$ cat config.mk
export PLATFORM = sky130hd
export DESIGN_NAME = fetch_stage_unit
export DESIGN_NICKNAME = d
export VERILOG_FILES = /design/src/rtl/fetch_stage_unit.sv
export SDC_FILE = /design/constraint.sdc
export NUM_CORES = 1
export LEC_CHECK = 0
export CAP_MARGIN = 0
export CORE_ASPECT_RATIO = 1.4
export CORE_MARGIN = 1.5
export CORE_UTILIZATION = 48
export CTS_CLUSTER_SIZE = 8
export DETAILED_ROUTE_END_ITERATION = 10
export GPL_ROUTABILITY_DRIVEN = 0
export PLACE_DENSITY = 0.85
export SLEW_MARGIN = 20
export SYNTH_ARGS = -nofsm -noshare
export SYNTH_HDL_FRONTEND = slang
export SYNTH_SLANG_ARGS = --single-unit
export TNS_END_PERCENT = 30
$ cat constraint.sdc
create_clock -name clk -period 6 [get_ports clk]
set_clock_uncertainty 0.2 [all_clocks]
set_input_delay 0.6 -clock clk [delete_from_list [all_inputs] [get_ports clk]]
set_output_delay 0.6 -clock clk [all_outputs]
set_load 0.05 [all_outputs]
$ cat src/rtl/fetch_stage_unit.sv
// Instruction-fetch stage: owns the PC, presents it to instruction memory as a
// byte address, and captures the returned word plus PC+4 into the IF/ID register.
// Handles hazard freeze, branch redirect/flush from EX, and a retired-fetch counter.
//
// Ports:
//   clk           pipeline clock, rising edge
//   rst           synchronous reset, active-low
//   freeze        hazard stall; holds PC and IF/ID
//   branch_taken  redirect request from EX; flushes IF/ID
//   branch_addr   redirect target byte address (low two bits ignored)
//   imem_instr    word returned combinationally for imem_pc
//   imem_pc       current PC (registered)
//   if_id_pc      PC+4 of captured instruction (registered)
//   if_id_instr   captured instruction word (registered)
//   if_id_valid   IF/ID holds a real instruction (registered)
//   out_of_range  combinational: imem_pc beyond last word of memory
//   fetch_count   saturating count of instructions advanced into IF/ID
module fetch_stage_unit #(
  parameter logic [31:0] RESET_PC  = 32'h0000_0000,
  parameter int unsigned MEM_BYTES = 192,
  parameter int unsigned COUNT_W   = 16
) (
  input  logic               clk,
  input  logic               rst,
  input  logic               freeze,
  input  logic               branch_taken,
  input  logic [31:0]        branch_addr,
  input  logic [31:0]        imem_instr,
  output logic [31:0]        imem_pc,
  output logic [31:0]        if_id_pc,
  output logic [31:0]        if_id_instr,
  output logic               if_id_valid,
  output logic               out_of_range,
  output logic [COUNT_W-1:0] fetch_count
);

  localparam int unsigned LAST_WORD = MEM_BYTES - 4;
  localparam logic [31:0] LAST_ADDR = 32'(LAST_WORD);

  logic [31:0]        r_pc;
  logic [31:0]        r_if_id_pc;
  logic [31:0]        r_if_id_instr;
  logic               r_if_id_valid;
  logic [COUNT_W-1:0] r_fetch_count;

  logic [31:0]        w_pc_plus4;
  logic [31:0]        w_branch_target;
  logic               w_count_sat;

  // Sequential fetch address wraps naturally at 2^32.
  assign w_pc_plus4      = r_pc + 32'd4;
  // Redirect targets are always word aligned.
  assign w_branch_target = branch_addr & ~32'd3;
  assign w_count_sat     = &r_fetch_count;

  // PC and IF/ID update: reset > branch > freeze > advance.
  always_ff @(posedge clk) begin
    if (!rst) begin
      r_pc          <= RESET_PC;
      r_if_id_pc    <= 32'd0;
      r_if_id_instr <= 32'd0;
      r_if_id_valid <= 1'b0;
      r_fetch_count <= '0;
    end else if (branch_taken) begin
      // Squash the wrong-path word currently being fetched.
      r_pc          <= w_branch_target;
      r_if_id_pc    <= 32'd0;
      r_if_id_instr <= 32'd0;
      r_if_id_valid <= 1'b0;
    end else if (!freeze) begin
      r_pc          <= w_pc_plus4;
      r_if_id_pc    <= w_pc_plus4;
      r_if_id_instr <= imem_instr;
      r_if_id_valid <= 1'b1;
      if (!w_count_sat) begin
        r_fetch_count <= r_fetch_count + COUNT_W'(1);
      end
    end
  end

  assign imem_pc      = r_pc;
  assign if_id_pc     = r_if_id_pc;
  assign if_id_instr  = r_if_id_instr;
  assign if_id_valid  = r_if_id_valid;
  assign fetch_count  = r_fetch_count;
  // Informational only; fetch continues regardless.
  assign out_of_range = (r_pc > LAST_ADDR);

endmodule

==> impl_metrics.json, run 1 <==
{
  "cts_hold_buffers": 0,
  "fin_crit_ns": 3.14,
  "multi_input_area_mm2": 0.00263,
  "synthTopCellsByCount": "dfxtp_1, nor2_1, a21oi_1",
  "status": "completed",
  "firstDrtPassIters": 5,
  "core_mm2": 0.0103,
  "start_kind": "input pin",
  "synth.ff_latch_count": 109,
  "yosysMostFrequentCell": "dfxtp_1",
  "syn_inst": 584,
  "place_area_mm2": 0.00679,
  "post-route-period-util": 0.524,
  "ys_seq_area_frac": 0.434,
  "synth_area_mm2": 0.00503,
  "routed_wirelength_mm": 14.8,
  "design.die.area_mm2": 0.0111,
  "critPathMaxFanout": 18,
  "synthArstFlopShare": 0,
  "yosys_warnings": 0,
  "slew_headroom": 0.385,
  "num_io_pins": 182,
  "cts_resized": 0,
  "areaGrowthSynthToFinish_pct": 41.4,
  "hold_class": "flop to flop",
  "max_freq_mhz": 318,
  "grt_max_degree": 46,
  "synthTopCellsByArea": "dfxtp_1, mux2i_1, xnor2_1",
  "cts_sinks": 109,
  "fin_area_mm2": 0.00711,
  "cts_root_buf": "clkbuf_16",
  "cts_buffers": 9,
  "crit_type": "input pin to flop",
  "die_w_um": 89.5,
  "dpl.hpwl_mm": 10.7,
  "synth_area_per_cell_um2": 8.61,
  "initial_core_util": 0.488,
  "viasPerCell": 5.62,
  "p_total_mw": 1.72,
  "layout.nets": 801,
  "drv_cap": 0,
  "synthFlopType": "dfxtp_1",
  "antenna_left": 0,
  "path_clk_slew_ns": 0.07,
  "cp.required_ns": 6.06,
  "tightest_slew_ns": 0.916,
  "tns_ns": 0,
  "n_fill_cell": 827,
  "power_density_mw_per_mm2": 242,
  "report.final.slew_viol_count": 0,
  "dieHeight_um": 124,
  "grt_usage": 0.272,
  "clock_latency_ns": 0.34,
  "row_count": 44,
  "power_leakage_nw": 2.55,
  "synth_top_area_cell": "dfxtp_1",
  "dr.first_iter.drc_count": 297,
  "drive_above_1_share": 0.0421,
  "end_kind": "flop",
  "port_buffers": 175,
  "hold_viol": 0,
  "antenna_found_initial": 0,
  "clockBufferDepth": 2,
  "whs_ns": 0.260,
  "htreeDepth": 3,
  "finalSetupViolCount": 0,
  "avgRoutedWirePerCell_um": 16.9,
  "final-seq-area_mm2": 0.00218,
  "overflow": 0,
  "cts_setup_buffers": 0,
  "vdd_drop_max_v": 0.000145,
  "grt_pass1_wl_mm": 23.2,
  "rsz0062_at_grt": "false",
  "grt_pass1_vias": 4723,
  "cts_tree": "yes",
  "drc": 0,
  "synth_edf_count": 0,
  "num_antenna_cells": 0,
  "via_count": 4908,
  "crit_arrival_ns": 3.21,
  "synth_top_area_share": 0.434,
  "synth_cell_types": 49
}
metrics by stage:
| step | utilization | cells | setup slack [ns] |
|---|---|---|---|
| floorplan | - | 587 | 3.08 |
| global placement | 0.659 | 858 | 2.60 |
| detailed placement | 0.660 | 858 | 2.54 |
| CTS | 0.690 | 874 | 2.89 |
| global route | 0.690 | 874 | 2.73 |
| finish | 0.690 | 874 | 2.86 |
flip-flops by register name, summed over array words and instances, names as in the netlist:
signal	cells
imem_pc	30
fetch_count	16
if_id_valid	1
if_id_instr	32
if_id_pc	30
power by group:
part / leakage (nW) / internal (mW) / switching (mW) / total, mW
registers: 0.891 / 0.752 / 0.0423 / 0.794
logic: 1.51 / 0.125 / 0.185 / 0.310
clock network: 0.152 / 0.358 / 0.260 / 0.618
worst paths after layout:
| path | start | to | slack, ns | cells after the start |
|---|---|---|---|---|
| max | branch_taken | fetch_count[13] | 2.86 | 6 |
| min | if_id_valid | if_id_valid | 0.26 | 1 |
| max reg2reg | imem_pc[2] | imem_pc[30] | 2.96 | 6 |
| min reg2reg | if_id_valid | if_id_valid | 0.26 | 1 |
logic make-up (layout without fill, tap and decap cells):
| group | after synthesis | count (layout) | synth area share |
|---|---|---|---|
| compound gates | 111 | 111 | 0.123 |
| other cells | 1 | 4 | 0.000746 |
| buf+inv | 55 | 204 | 0.0473 |
| xor+xnor | 59 | 59 | 0.103 |
| mux | 42 | 42 | 0.0836 |
| fa+ha+maj | 2 | 2 | 0.00498 |
| flops | 109 | 109 | 0.434 |
| simple gates | 205 | 205 | 0.203 |
critical path, cell delays in order:
cell             delay [ns]
clkdlybuf4s50_1        0.73
nor2_1                 0.52
nand4_1                0.22
a2111o_1               0.50
or4_1                  0.48
a21oi_1                0.15
layer usage:
layer | global-route usage | up-vias | part of all wire
met2 | 0.463 | 219 | 0.51
met4 | 0.135 | 0 | 0.038
li1 | - | 2328 | -
met3 | 0.0848 | 42 | 0.073
met1 | 0.301 | 2319 | 0.38
met5 | 0 | - | 0
area by class of cell:
class | count | share of cell area
clock buffer | 13 | 0.0380
sequential | 109 | 0.307
timing repair buffer | 180 | 0.251
multi-input combinational | 423 | 0.369
clock inverter | 3 | 0.00599
inverter | 8 | 0.00423
tap | 138 | 0.0243
placed cells by master (no fill, tap or decap), types with 2 or more instances in the layout:
cell | netlist | final
nand3_1 | 23 | 23
o31ai_1 | 3 | 3
a31oi_1 | 2 | 2
or4_1 | 4 | 4
o21ai_0 | 44 | 44
mux2i_1 | 42 | 42
o22ai_1 | 2 | 2
and4_1 | 5 | 5
inv_1 | 7 | 7
nor3_1 | 19 | 19
nand4_1 | 14 | 14
a21oi_1 | 46 | 46
and3_1 | 5 | 5
nand2_1 | 32 | 32
xor2_1 | 27 | 27
nand2b_1 | 2 | 2
clkbuf_8 | 0 | 3
clkbuf_16 | 0 | 9
buf_4 | 4 | 5
xnor2_1 | 32 | 32
clkdlybuf4s50_1 | 0 | 174
conb_1 | 1 | 4
nand3_2 | 2 | 2
ha_1 | 2 | 2
or3_1 | 3 | 3
nand4b_1 | 2 | 2
a211oi_1 | 3 | 3
dfxtp_1 | 109 | 109
nor4_1 | 14 | 13
nor2_1 | 73 | 73
nand3b_1 | 2 | 2
Power figures use the tool's default switching activity.
==> inputs of run 2 (changes only) <==
--- a/config.mk
+++ b/config.mk
@@ -8,11 +8,11 @@
 export CAP_MARGIN = 0
 export CORE_ASPECT_RATIO = 1.4
 export CORE_MARGIN = 1.5
-export CORE_UTILIZATION = 48
+export CORE_UTILIZATION = 45
 export CTS_CLUSTER_SIZE = 8
 export DETAILED_ROUTE_END_ITERATION = 10
 export GPL_ROUTABILITY_DRIVEN = 0
-export PLACE_DENSITY = 0.85
+export PLACE_DENSITY = 0.81
 export SLEW_MARGIN = 20
 export SYNTH_ARGS = -nofsm -noshare
 export SYNTH_HDL_FRONTEND = slang
==> constraint.sdc (replaced) <==
create_clock -name clk -period 3.1 [get_ports clk]
set_clock_uncertainty 0.2 [all_clocks]
set_input_delay 0.31 -clock clk [delete_from_list [all_inputs] [get_ports clk]]
set_output_delay 0.31 -clock clk [all_outputs]
set_load 0.05 [all_outputs]
==> run 2 against run 1 <==
- wire length down 1.6%
- first-iteration DRC count up 9.4%
- die area up 6.5%
- critical endpoint is now out_of_range
==> impl_metrics.json, run 2 (synthesis gave the netlist of run 1 again) <==
{
  "status": "completed",
  "power_leakage_nw": 2.59,
  "crit_type": "flop to output port",
  "initial_core_util": 0.463,
  "final_common_cell": "clkdlybuf4s50_1",
  "cp_cell_sequence": "nor4_1 > and4_1 > nand4_1 > clkdlybuf4s50_1",
  "clock_latency_ns": 0.35,
  "design.die.area_mm2": 0.0118,
  "slew_headroom": 0.533,
  "clockBufferDepth": 2,
  "grt_usage": 0.245,
  "layout.nets": 810,
  "drc": 0,
  "hold_viol": 0,
  "routed_wirelength_mm": 14.6,
  "end_kind": "output port",
  "overflow": 0,
  "drive_above_1_share": 0.0523,
  "wl_met1_mm": 5.51,
  "die_w_um": 92.3,
  "antenna_found_initial": 0,
  "core_mm2": 0.0109,
  "wl_met2_mm": 7.32,
  "tightest_slew_ns": 0.694,
  "num_antenna_cells": 0,
  "max_freq_mhz": 362,
  "cts_hold_buffers": 0,
  "cts_sinks": 109,
  "hold_class": "flop to flop",
  "vdd_drop_max_v": 0.000341,
  "antenna_left": 0,
  "grt_pass1_wl_mm": 22.9,
  "cts_resized": 0,
  "dpl.hpwl_mm": 10.9,
  "dp.cells": 870,
  "rsz0062_at_grt": "false",
  "worst_slack_ns": 0.338,
  "firstDrtPassIters": 5,
  "viasPerCell": 5.49,
  "cts_tree": "yes",
  "dieHeight_um": 128,
  "critPathSlowestCell": "clkdlybuf4s50_1",
  "highest-signal-layer": "met4",
  "crit_arrival_ns": 2.25,
  "htreeDepth": 3,
  "finalSetupViolCount": 0,
  "areaGrowthSynthToFinish_pct": 42.4,
  "grt_max_degree": 46,
  "reg2regPathDepth": 6,
  "whs_ns": 0.271,
  "cts_setup_buffers": 0,
  "dr.first_iter.drc_count": 325,
  "cts_root_buf": "clkbuf_16",
  "hold_depth": 1,
  "layout_common_cells": "clkdlybuf4s50_1, dfxtp_1, nor2_1",
  "preCtsSetupSlack_ns": 0.464,
  "largest_reg_flops": 32,
  "num_io_pins": 182,
  "via_count": 4861,
  "cp.required_ns": 2.59,
  "row_count": 45,
  "port_buffers": 175,
  "fin_crit_ns": 2.76,
  "tns_ns": 0,
  "avgRoutedWirePerCell_um": 16.4,
  "critPathMaxStageDelay_ns": 0.72,
  "instances_no_fill": 886,
  "grt_pass1_vias": 4699,
  "post-route-period-util": 0.891,
  "cts_buffers": 9,
  "report.final.slew_viol_count": 0,
  "start_kind": "flop",
  "drv_cap": 0,
  "path_clk_slew_ns": 0.07,
  "power_density_mw_per_mm2": 460,
  "critPathMaxFanout": 10,
  "wl_met3_mm": 1.26,
  "final_util": 0.659
}
run 2: power breakdown:
| group | total, mW | internal (mW) | switching, mW |
|---|---|---|---|
| clock network | 1.16 | 0.633 | 0.523 |
| registers | 1.53 | 1.45 | 0.0777 |
| logic | 0.606 | 0.246 | 0.360 |
| total | 3.29 | 2.33 | 0.961 |
run 2: stage by stage:
stage | cell area [um^2] | power, mW
floorplan | 5040 | 1.93
CTS | 7160 | 3.32
detailed placement | 6860 | 2.17
global placement | 6860 | 2.16
finish | 7160 | 3.29
global route | 7160 | 3.42
run 2: path summary, 6_finish.rpt:
kind / from / slack [ns] / endpoint
worst max-delay path: imem_pc[15] / 0.34 / out_of_range
worst min-delay path: if_id_valid / 0.27 / if_id_valid
worst max register to register: imem_pc[3] / 0.42 / imem_pc[30]
worst min register to register: if_id_valid / 0.27 / if_id_valid
run 2: metal layers:
| metal | vias to the layer above | GRT usage |
|---|---|---|
| li1 | 2336 | - |
| met1 | 2266 | 0.271 |
| met2 | 225 | 0.427 |
| met3 | 34 | 0.0741 |
| met4 | 0 | 0.108 |
| met5 | - | 0 |
run 2: critical path, delay by kind of cell (launching register included):
family        cells  cell delay [ns]
buf+inv           1             0.72
simple gates      3             0.76
flops             1             0.42
run 2: cell type report:
type | count | area (um^2)
multi-input cells | 423 | 2620
repair buffers | 189 | 1850
inverters | 8 | 30.0
fillers | 865 | 3710
clock buffers | 10 | 229
clock inverters | 6 | 71.3
well taps | 141 | 176
flip-flops and latches | 109 | 2180
